===== src/rtl/if_stage.sv =====
// Instruction-fetch stage: owns the PC and the IF/ID pipeline register.
// Priority per edge is redirect (flush to NOP) > stall (hold) > fetch.
module if_stage #(
   parameter logic [31:0] RESET_PC = 32'h0000_0000,
   parameter logic [31:0] NOP_WORD = 32'h0000_0000
) (
   input  logic        clk,
   input  logic        rst_n,
   input  logic        stall,
   input  logic        redirect,
   input  logic [31:0] redirect_pc,
   output logic [31:0] imem_pc,
   input  logic [31:0] imem_instr,
   output logic [31:0] if_id_instr,
   output logic [31:0] if_id_pc,
   output logic [31:0] if_id_pc_plus4,
   output logic        if_id_valid,
   output logic [31:0] fetch_count
);

   localparam logic [31:0] WORD_MASK = 32'hFFFF_FFFC;
   localparam logic [31:0] PC_INIT   = RESET_PC & WORD_MASK;

   typedef enum logic [1:0] {
      OP_FETCH = 2'd0,
      OP_HOLD  = 2'd1,
      OP_FLUSH = 2'd2
   } op_t;

   op_t         op;
   logic [31:0] pc_q;
   logic [31:0] pc_d;
   logic [31:0] pc_plus4;
   logic [31:0] instr_q;
   logic [31:0] instr_d;
   logic [31:0] id_pc_q;
   logic [31:0] id_pc_d;
   logic [31:0] id_pc4_q;
   logic [31:0] id_pc4_d;
   logic        valid_q;
   logic        valid_d;
   logic [31:0] count_q;
   logic [31:0] count_d;

   assign pc_plus4 = pc_q + 32'd4;

   always_comb begin
      op = OP_FETCH;
      if (redirect) begin
         op = OP_FLUSH;
      end else if (stall) begin
         op = OP_HOLD;
      end
   end

   always_comb begin
      pc_d     = pc_q;
      instr_d  = instr_q;
      id_pc_d  = id_pc_q;
      id_pc4_d = id_pc4_q;
      valid_d  = valid_q;
      count_d  = count_q;
      case (op)
         OP_FETCH: begin
            pc_d     = pc_plus4;
            instr_d  = imem_instr;
            id_pc_d  = pc_q;
            id_pc4_d = pc_plus4;
            valid_d  = 1'b1;
            count_d  = count_q + 32'd1;
         end
         // squashed slot carries no PC so decode never sees a stale address
         OP_FLUSH: begin
            pc_d     = redirect_pc & WORD_MASK;
            instr_d  = NOP_WORD;
            id_pc_d  = 32'd0;
            id_pc4_d = 32'd0;
            valid_d  = 1'b0;
         end
         default: begin
         end
      endcase
   end

   always_ff @(posedge clk or negedge rst_n) begin
      if (!rst_n) begin
         pc_q     <= PC_INIT;
         instr_q  <= NOP_WORD;
         id_pc_q  <= 32'd0;
         id_pc4_q <= 32'd0;
         valid_q  <= 1'b0;
         count_q  <= 32'd0;
      end else begin
         pc_q     <= pc_d;
         instr_q  <= instr_d;
         id_pc_q  <= id_pc_d;
         id_pc4_q <= id_pc4_d;
         valid_q  <= valid_d;
         count_q  <= count_d;
      end
   end

   assign imem_pc        = pc_q;
   assign if_id_instr    = instr_q;
   assign if_id_pc       = id_pc_q;
   assign if_id_pc_plus4 = id_pc4_q;
   assign if_id_valid    = valid_q;
   assign fetch_count    = count_q;

endmodule


===== config.mk =====
export PLATFORM = sky130hd
export DESIGN_NAME = if_stage
export DESIGN_NICKNAME = d
export VERILOG_FILES = /design/src/rtl/if_stage.sv
export SDC_FILE = /design/constraint.sdc
export NUM_CORES = 1
export LEC_CHECK = 0
export BUFFER_PORTS_ARGS = -buffer_cell sky130_fd_sc_hd__buf_2
export CELL_PAD_IN_SITES_DETAIL_PLACEMENT = 1
export CELL_PAD_IN_SITES_GLOBAL_PLACEMENT = 2
export CORE_MARGIN = 3
export CORE_UTILIZATION = 25
export CTS_CLUSTER_SIZE = 40
export DETAILED_ROUTE_END_ITERATION = 8
export PLACE_DENSITY_LB_ADDON = 0.05
export RECOVER_POWER = 100
export SLEW_MARGIN = 10
export SYNTH_ARGS = -nofsm -noshare
export SYNTH_HDL_FRONTEND = slang
export SYNTH_SLANG_ARGS = --single-unit

===== constraint.sdc =====
create_clock -name clk -period 5.77 [get_ports clk]
set_input_delay 0.2885 -clock clk [delete_from_list [all_inputs] [get_ports clk]]
set_output_delay 0.2885 -clock clk [all_outputs]
set_load 0.05 [all_outputs]

---- Word-level counts from Yosys, hierarchy flattened ----
Cells that the tools add are included.
storage, ports and cells
  input port bits ......................... 68
  logic and storage cells ................. 18
  register bits ........................... 161
  output and inout bits ................... 161
cells by class
  equal/unequal tests ..................... 1
  add/sub/neg operators ................... 2
  multiplexer cells ....................... 7
  reductions and logical operators ........ 2
operators by type and width
  kind                     number
  $pmux W32 S2             4
  $add A32 B1 Y32 const B  1
  $add A32 B3 Y32 const B  1
  $eq A2 B2 Y1 const B     1
  $logic_not A2 Y1         1
  $mux W2                  1
  $pmux W1 S2              1
  $reduce_bool A2 Y1       1
  $mux W1                  1

---- Longest topological paths before layout ----
Gate-level depths: netlist of the first run.
  word-level depth ........................ 4
  mapped depth ............................ 7

---- Worst setup path before layout of the first run ----
Ideal clock, no wire load.
  path type ............................... reg2reg
  from .................................... register count_q[0] (netlist: fetch_count[0])
  to ...................................... register count_q[20] (netlist: fetch_count[20])
  data arrival time ....................... 2350 ps
  buffers on the path ..................... 0
  cell stages (with the launch flop) ...... 7
  data required time ...................... 5629 ps
  path slack .............................. 3280 ps
  period minus slack after synthesis ...... 2490 ps
  cells stage by stage .................... dfrtp_1 > ha_1 > or3b_2 > nor4_1 > and3_1 > nand4_1 > xnor2_1
between the ends
  cells in the longest elaborated chain, start to end .. 1
ends and longest elaborated chain
  element                   line  text
  start: declaration        42    logic [31:0] count_q;
  start signal: assignment  99    count_q <= count_d;
  $add A32 B1 Y32           70    count_d = count_q + 32'd1;
No other way between the ends.
A chain may end at the register's enable or synchronous reset.

---- Final worst setup path of the first run ----
  from .................................... input stall
  to ...................................... register pc_q[31] (netlist: imem_pc[31])
between the ends
  cells in the longest elaborated chain, start to end .. 4
  elaborated cells between the ends (all ways) .. 6
  classes of those cells .................. eq/ne (1); mux (3); reduce/logical (2)
ends and longest elaborated chain
  element                                             line  text
  start: declaration                                  9     input logic stall,
  $mux W1 (*)                                         51    end else if (stall) begin
  $mux W2 (*)                                         49    if (redirect) begin
  $eq A2 B2 Y1 or $logic_not A2 Y1 (tied branches)    63    case (op)
  $pmux W32 S2 or $reduce_bool A2 Y1 (tied branches)  -
  end signal: assignment                              94    pc_q <= pc_d;
  end: declaration                                    31    logic [31:0] pc_q;
Every way passes the cells marked *; elsewhere a longest branch is shown, timed or not.

==> results.rst, run 1 <==
.. list-table::
   :header-rows: 1

   * - Metric
     - Value
   * - Number of max-capacitance violations reported
     - 2
   * - Synth Flop Type
     - sky130_fd_sc_hd__dfrtp_1
   * - Antenna violations before repair
     - 3
   * - Final setup TNS
     - 0 ps
   * - Power Total
     - between 0.003 and 0.004 W
   * - Number of instances resized during post-cts repair
     - 0
   * - Transition time at the pin with the least slew margin
     - approximately 2800 ps
   * - # clock sinks
     - approximately 160
   * - Mapped Area
     - 7410 um2
   * - Flop and latch count out of synthesis
     - 156
   * - Wire length reported by the detailed router
     - between 20000 and 25000 um
   * - Cell depth of the worst hold path
     - 3
   * - Growth of design area from synthesis to finish
     - 22.8%
   * - Dominant cell by count in the synthesized netlist
     - sky130_fd_sc_hd__dfrtp_1
   * - Total instance count after detailed placement
     - ~1300
   * - Cell-by-cell listing of the critical path
     - buf_6 > buf_4 > inv_1 > clkbuf_1 > nand3_1 > nor4_2 > xnor2_1 > o21ai_0
   * - DR vias/cell
     - around 4.5
   * - Achievable clock frequency
     - between 300 and 400 MHz
   * - Cts bufs inserted
     - 17
   * - Final HPWL DP
     - 16400 um
   * - RePlAce Congestion
     - 0.760
   * - Violations in the final reports
     - max-capacitance violations, max-slew violations
   * - Slew headroom
     - -86.0%
   * - Arrival time worst endpoint
     - approximately 3500 ps
   * - Initial core utilization
     - 25.6%
   * - Part of the Yosys area used for sequential elements
     - between 50% and 60%
   * - Initial drt markers
     - about 170
   * - Ratio of cells with drive above 1 in the final layout
     - 12.8%
   * - Total number of vias
     - between 5000 and 6000
   * - Proportion of synthesized flip-flops having asynchronous set or reset
     - 100%
   * - Antenna diode instance count
     - 0
   * - Post-Syn Area per Cell
     - 10.4 um2
   * - Yosys top cell area share
     - a little over half
   * - Count of buffers inserted at the top-level ports
     - approximately 220
   * - Endpoint of the most critical register-to-register path
     - imem_pc[27]
   * - Endpoint of the worst hold-timing path
     - imem_pc[19]
   * - Filler instances
     - approximately 3400
   * - Cell depth of the worst flop-to-flop path
     - 5
   * - Total routing resource utilization after global routing
     - around 15%
   * - Cell accounting for the most synthesized area
     - sky130_fd_sc_hd__dfrtp_1
   * - I/O pins
     - between 200 and 250
   * - Startpoint of the worst hold path
     - redirect_pc[19]
   * - CTS H-tree lvls
     - 4
   * - Data required time at the worst endpoint
     - roughly 6000 ps
   * - Max Slew Vio Count
     - 140
   * - Clock tree buffer depth
     - 2
   * - Category of the worst setup path capture point
     - flip-flop
   * - Non-filler instance count after layout
     - about 1300
   * - Kind of critical path
     - in2reg
   * - Final Cycle Share
     - between 50% and 60%
   * - Total number of yosys warnings
     - 0
   * - Net total in the final layout
     - slightly below 1000
   * - Core Area
     - 28900 um2
   * - Status
     - complete, but fails checks
   * - Number of enable flip-flop cells after synthesis
     - 0
   * - Slowest CP cell
     - sky130_fd_sc_hd__buf_4
   * - 1st-pass router iterations
     - 4
   * - Clock-pin slew on the worst setup and hold paths
     - roughly 70 ps
   * - Std cell rows
     - a little over 60
   * - Largest net degree at the start of global routing
     - 97
   * - # setup viols final
     - 0
   * - Grt total ovfl
     - 0
   * - Worst Skew
     - 12.8 ps
   * - RSZ-0062 raised after global routing
     - false
   * - Number of hold violations in the final report
     - 0
   * - Minimum setup slack in the final design
     - ~2500 ps
   * - Vias in the first global route
     - 6345
   * - Area contributors post-synth
     - sky130_fd_sc_hd__dfrtp_1 53%, sky130_fd_sc_hd__mux2i_1 8.6%, sky130_fd_sc_hd__xnor2_1 6.9%
   * - Die Span Y
     - about 180 um
   * - Reg2reg start
     - imem_pc[4]
   * - Residual antenna-violating net count after detailed routing
     - 0
   * - Highest net fanout along the worst path
     - 65
   * - Wire per inst
     - around 18 um
   * - Largest incremental delay on the critical path
     - between 800 and 900 ps
   * - Flop-to-flop setup slack
     - ~3100 ps
   * - Kind of path behind the tightest hold check
     - in2reg
   * - Static leakage
     - 3.96 nW
   * - TritonCTS clock tree
     - done
   * - IR drop worst, VDD
     - 0.125 mV
   * - Min Clock Period, post-route
     - around 3300 ps
   * - CTS root buffer
     - sky130_fd_sc_hd__clkbuf_16
   * - Number of distinct library cells after synthesis
     - 45
   * - Commonest cells post-synth
     - 156 x sky130_fd_sc_hd__dfrtp_1, 101 x sky130_fd_sc_hd__nor2_1, 70 x sky130_fd_sc_hd__nand2_1, 64 x sky130_fd_sc_hd__mux2i_1, 58 x sky130_fd_sc_hd__xnor2_1
   * - X dimension of the die
     - roughly 180 um
   * - Wire length of the first global-routing pass
     - 36800 um
   * - PD cells
     - about 330 nW/um2
   * - Clock insertion delay at the later pin of the skew report
     - between 400 and 500 ps
   * - Gate count of the mapped netlist
     - 713
   * - Area enclosed by the die boundary
     - between 30000 and 40000 um2
   * - Type of element launching the critical path
     - input port
   * - DRC
     - 0
   * - Dpl ws
     - ~2700 ps
-- placed cells by master, fill, tap and decap left out, types with 2 or more instances in the layout --
| cell | instances |
|---|---|
| sky130_fd_sc_hd__clkbuf_1 | 161 |
| sky130_fd_sc_hd__buf_6 | 2 |
| sky130_fd_sc_hd__xor2_1 | 27 |
| sky130_fd_sc_hd__nor3_2 | 5 |
| sky130_fd_sc_hd__nor2b_1 | 3 |
| sky130_fd_sc_hd__a311oi_1 | 2 |
| sky130_fd_sc_hd__mux2i_1 | 64 |
| sky130_fd_sc_hd__buf_2 | 62 |
| sky130_fd_sc_hd__or3_1 | 5 |
| sky130_fd_sc_hd__nand2_1 | 70 |
| sky130_fd_sc_hd__or2_2 | 2 |
| sky130_fd_sc_hd__buf_4 | 2 |
| sky130_fd_sc_hd__and4_1 | 5 |
| sky130_fd_sc_hd__a211oi_2 | 2 |
| sky130_fd_sc_hd__nand4_1 | 14 |
| sky130_fd_sc_hd__ha_1 | 2 |
| sky130_fd_sc_hd__inv_1 | 4 |
| sky130_fd_sc_hd__conb_1 | 2 |
| sky130_fd_sc_hd__nand4_2 | 2 |
| sky130_fd_sc_hd__clkinvlp_4 | 4 |
| sky130_fd_sc_hd__a21oi_1 | 14 |
| sky130_fd_sc_hd__or4_4 | 2 |
| sky130_fd_sc_hd__and2_0 | 3 |
| sky130_fd_sc_hd__dfrtp_1 | 156 |
| sky130_fd_sc_hd__inv_8 | 2 |
| sky130_fd_sc_hd__nor2_1 | 101 |
| sky130_fd_sc_hd__and3_1 | 7 |
| sky130_fd_sc_hd__o21ai_1 | 3 |
| sky130_fd_sc_hd__nor4_2 | 2 |
| sky130_fd_sc_hd__nand3_1 | 18 |
| sky130_fd_sc_hd__inv_6 | 5 |
| sky130_fd_sc_hd__o21ai_0 | 30 |
| sky130_fd_sc_hd__a211oi_1 | 12 |
| sky130_fd_sc_hd__xnor2_1 | 58 |
| sky130_fd_sc_hd__nor4_1 | 12 |
| sky130_fd_sc_hd__clkbuf_16 | 17 |
| sky130_fd_sc_hd__nor3_1 | 12 |
| sky130_fd_sc_hd__or4_1 | 3 |
| sky130_fd_sc_hd__and2_1 | 3 |
-- timing repair --
item                       in CTS  in global routing
setup buffers                   0                  0
hold endpoints to repair       80                  0
hold buffers                    1                  0
setup endpoints to repair       0                  0
-- power breakdown --
part           switching, W  internal (W)
registers          0.000105       0.00117
logic              0.000473      0.000141
clock network      0.000517      0.000616
total               0.00109       0.00193
-- cell families after synthesis --
kind of cell    share of synthesized area [%]
compound gates                           5.14
xor+xnor                                 10.1
fa+ha+maj                               0.338
buf+inv                                  4.26
flops                                    52.7
mux                                      8.80
other cells                            0.0506
simple gates                             18.7
-- worst max-delay path: cells and delay by family --
kind,cells,cell delay (ps)
xor gates and xnor gates,1,200
AOI/OAI and AO/OA,1,90
buffers and inverters,4,2500
and+or+nand+nor,2,330
-- per-stage QoR --
stage	area (um2)	utilization, %	hold slack (ps)
detailed placement	8760	30.3	396
global placement	8760	30.3	383
finish	9090	31.4	69.7
CTS	9340	32.3	49.5
floorplan	7410	-	-7.09
global route	9090	31.4	61.5
-- layer usage --
| layer | part of all wire, % | wire length, um | GRT usage [%] |
|---|---|---|---|
| met1 | 44 | 10200 | 19.3 |
| met2 | 49 | 11400 | 23.9 |
| met3 | 5.6 | 1320 | 4.13 |
| met4 | 1.7 | 405 | 4.68 |
| met5 | 0.17 | 39 | 0 |
-- cell type report --
cell class | count | area, um2 | share of cell area [%]
clock inverter | 13 | 131 | 1.44
inverter | 4 | 15.0 | 0.165
tap | 384 | 480 | 5.28
clock buffer | 18 | 439 | 4.83
sequential | 156 | 3900 | 42.9
timing repair buffer | 229 | 967 | 10.6
multi-input combinational | 494 | 3160 | 34.7
-- worst max-delay path by stage --
stage	end	cells after the start	start	slack, ps
finish	imem_pc[31]	8	stall	2450
global route	imem_pc[4]	3	redirect	1910
CTS	imem_pc[27]	5	imem_pc[4]	3060
detailed placement	imem_pc[31]	8	stall	2750
global placement	imem_pc[31]	8	stall	2810
floorplan	fetch_count[20]	6	fetch_count[0]	3280
-- registers in the layout (all words and copies together) (netlist names) --
| register | flops |
|---|---|
| if_id_instr | 32 |
| if_id_pc_plus4 | 30 |
| if_id_valid | 1 |
| fetch_count | 32 |
| if_id_pc | 31 |
| imem_pc | 30 |
No activity file was read; power rests on OpenSTA's default activity.
==> inputs of run 2 (changes only) <==
==> constraint.sdc (replaced) <==
create_clock -name clk -period 3.5 [get_ports clk]
set_input_delay 0.175 -clock clk [delete_from_list [all_inputs] [get_ports clk]]
set_output_delay 0.175 -clock clk [all_outputs]
set_load 0.05 [all_outputs]
==> results.rst, run 2 (same netlist as run 1, synthesis figures left out) <==
.. list-table::
   :header-rows: 1

   * - Metric
     - Value
   * - Final Cycle Share
     - approximately three quarters
   * - Clock insertion delay at the later pin of the skew report
     - 430 ps (about the same)
   * - DRC
     - 0 (unchanged)
   * - Number of instances resized during post-cts repair
     - 0 (unchanged)
   * - Cell area after placement
     - 8790 um2 (+0.34%)
   * - Cell-by-cell listing of the critical path
     - ha_1 > or3b_2 > nor4_1 > and2_0 > nand4_1 > xnor2_1
   * - Total routing resource utilization after global routing
     - 15.0% (+0.14 points)
   * - X dimension of the die
     - 178 um (unchanged)
   * - RSZ-0062 raised after global routing
     - false
   * - Number of buffers and inverters on the critical path
     - 0 (-4)
   * - PD cells
     - 520 nW/um2 (+56%)
   * - Clock-pin slew on the worst setup and hold paths
     - 70 ps (about the same)
   * - Reg2reg start
     - fetch_count[0]
   * - Status
     - complete, but fails checks
   * - Residual antenna-violating net count after detailed routing
     - 0 (unchanged)
   * - Clk pwr share
     - 37.0% (-0.4 points)
   * - Final setup TNS
     - 0 ps (unchanged)
   * - Cts bufs inserted
     - 17 (unchanged)
   * - Post-CTS Setup Repair Bufs
     - 0 (unchanged)
   * - Antenna diode instance count
     - 0 (unchanged)
   * - Grt total ovfl
     - 0 (unchanged)
   * - Count of buffers inserted at the top-level ports
     - 224 (unchanged)
   * - Min Clock Period, post-route
     - approximately 2700 ps
   * - Data required time at the worst endpoint
     - 3800 ps (-2150 ps)
   * - Cell depth of the worst flop-to-flop path
     - 6 (+1)
   * - Kind of path behind the tightest hold check
     - in2reg
   * - Number of hold violations in the final report
     - 0 (unchanged)
   * - Transition time at the pin with the least slew margin
     - 1650 ps (-1140 ps)
   * - Antenna violations before repair
     - 0 (-3)
   * - Number of max-capacitance violations reported
     - 1 (-1)
   * - Final instance area
     - 9680 um2 (+6.4%)
   * - Arrival time worst endpoint
     - 2960 ps (-540 ps)
   * - Largest net degree at the start of global routing
     - 99 (+2.1%)
   * - 1st-pass router iterations
     - 4 (unchanged)
   * - Flop-to-flop setup slack
     - 840 ps (-2250 ps)
   * - Clock tree buffer depth
     - 2 (unchanged)
   * - Net total in the final layout
     - 1035 (+6.5%)
   * - Total number of vias
     - 6057 (+3.0%)
   * - Largest incremental delay on the critical path
     - 690 ps (-140 ps)
   * - IR drop worst, VDD
     - 0.211 mV (+69%)
   * - Std cell rows
     - 62 (unchanged)
   * - Die Span Y
     - 178 um (unchanged)
   * - I/O pins
     - 229 (unchanged)
   * - Startpoint of the worst hold path
     - imem_instr[18]
   * - Gate family responsible for the most delay along the worst path
     - simple AND/OR/NAND/NOR gates
   * - Worst Skew
     - 10.7 ps (-2.10 ps)
   * - Area enclosed by the die boundary
     - 31700 um2 (unchanged)
   * - Max Slew Vio Count
     - 57 (-59%)
   * - Violations in the final reports
     - max-capacitance violations, max-slew violations
   * - Achievable clock frequency
     - ~380 MHz
   * - CTS root buffer
     - sky130_fd_sc_hd__clkbuf_16
   * - RePlAce Congestion
     - 0.759 (-0.18%)
   * - Endpoint of the worst hold-timing path
     - if_id_instr[18]
   * - TritonCTS clock tree
     - done
   * - DR vias/cell
     - 4.45 (-1.8%)
   * - Final HPWL DP
     - 16400 um (+0.28%)
   * - CTS H-tree lvls
     - 4 (unchanged)
   * - Category of the worst setup path capture point
     - flip-flop
   * - Core Area
     - 28900 um2 (unchanged)
   * - Slowest CP cell
     - sky130_fd_sc_hd__nor4_1
   * - Leading cell types in the layout, fill and taps excluded
     - 165 x sky130_fd_sc_hd__clkbuf_1, 156 x sky130_fd_sc_hd__dfrtp_1, 101 x sky130_fd_sc_hd__nor2_1
   * - # setup viols final
     - 0 (unchanged)
   * - Register share of total power
     - 41.8% (-0.5 points)
   * - Proportion of total power due to net switching
     - 35.9% (-0.26 points)
   * - Slew headroom
     - -9.86% (+76 points)
   * - Static leakage
     - 4.21 nW (+6.4%)
   * - Cell depth of the worst setup path
     - 6 (-2)
   * - Type of element launching the critical path
     - flip-flop
   * - Wire length of the first global-routing pass
     - 37100 um (+0.79%)
   * - Fraction of the core area covered by cells at the end of the flow
     - 33.4% (+2.0 points)
   * - Growth of design area from synthesis to finish
     - 30.7%
   * - Worst hold slack
     - 32.5 ps (-37.2 ps)
   * - Switching Power
     - 0.00181 W (+65%)
   * - Cell-internal power
     - 0.00323 W (+67%)
   * - Highest net fanout along the worst path
     - 5 (-92%)
   * - Vias in the first global route
     - 6520 (+2.8%)
   * - Wire per inst
     - 17.4 um (-3.4%)
   * - Ratio of cells with drive above 1 in the final layout
     - 11.7% (-1.1 points)
   * - Wire length reported by the detailed router
     - 23700 um (+1.3%)
   * - Most frequent standard cell in the layout excluding fill and tap cells
     - sky130_fd_sc_hd__clkbuf_1
   * - Initial core utilization
     - 25.6% (unchanged)
   * - # clock sinks
     - 156 (unchanged)
   * - Initial drt markers
     - 235 (+40%)
   * - Kind of critical path
     - reg2reg
   * - Number of hold buffers added after cts
     - 59 (+58)
   * - Cell depth of the worst hold path
     - 3 (unchanged)
   * - Endpoint of the most critical register-to-register path
     - fetch_count[26]
   * - Combinational cell fraction of total power
     - 21.2% (+0.9 points)
-- run 2: how the worst max path moves through the flow --
stage / from / end / slack [ps]
finish: fetch_count[0] / fetch_count[26] / 840
global placement: imem_pc[2] / if_id_pc_plus4[20] / 970
global route: fetch_count[0] / fetch_count[26] / 630
CTS: imem_pc[2] / if_id_pc_plus4[20] / 880
floorplan: fetch_count[0] / fetch_count[20] / 1010
detailed placement: imem_pc[2] / if_id_pc_plus4[20] / 910
-- run 2: tightest hold or removal path: cells and delay by family --
family / cells / cell delay, ps
multiplexers: 1 / 60
AND/OR/NAND/NOR: 1 / 90
buffers and inverters: 1 / 80
-- run 2: power by group through the flow --
stage	combinational, W	clock (W)	sequential (W)
after floorplan	0.000326	0	0.00255
after global placement	0.00106	0	0.00213
after detailed placement	0.00107	0	0.00214
after CTS	0.00113	0.00195	0.00211
after global routing	0.00115	0.00204	0.00213
final	0.00107	0.00186	0.00211
-- run 2: metrics by stage --
| step | setup WS [ps] | power, W | instances |
|---|---|---|---|
| after floorplan | 1010 | 0.00287 | 714 |
| after global placement | 970 | 0.00319 | 1270 |
| after detailed placement | 914 | 0.00321 | 1270 |
| after CTS | 882 | 0.00519 | 1360 |
| after global routing | 635 | 0.00532 | 1361 |
| final | 844 | 0.00504 | 1361 |
-- run 2: metal layers --
layer	vias up	track usage, %	wire, um
met5	-	0	0
met4	0	4.06	341
met3	17	4.75	1490
met2	141	25.1	11500
met1	2992	18.5	10300
li1	2907	-	-
-- run 2: layout make-up --
type	instances	area, um2
Tap cell	384	480
Timing Repair Buffer	292	1570
Fill cell	3365	19300
Sequential cell	156	3900
Multi-Input combinational cell	494	3130
Clock buffer	18	439
Inverter	4	15.0
Clock inverter	13	133
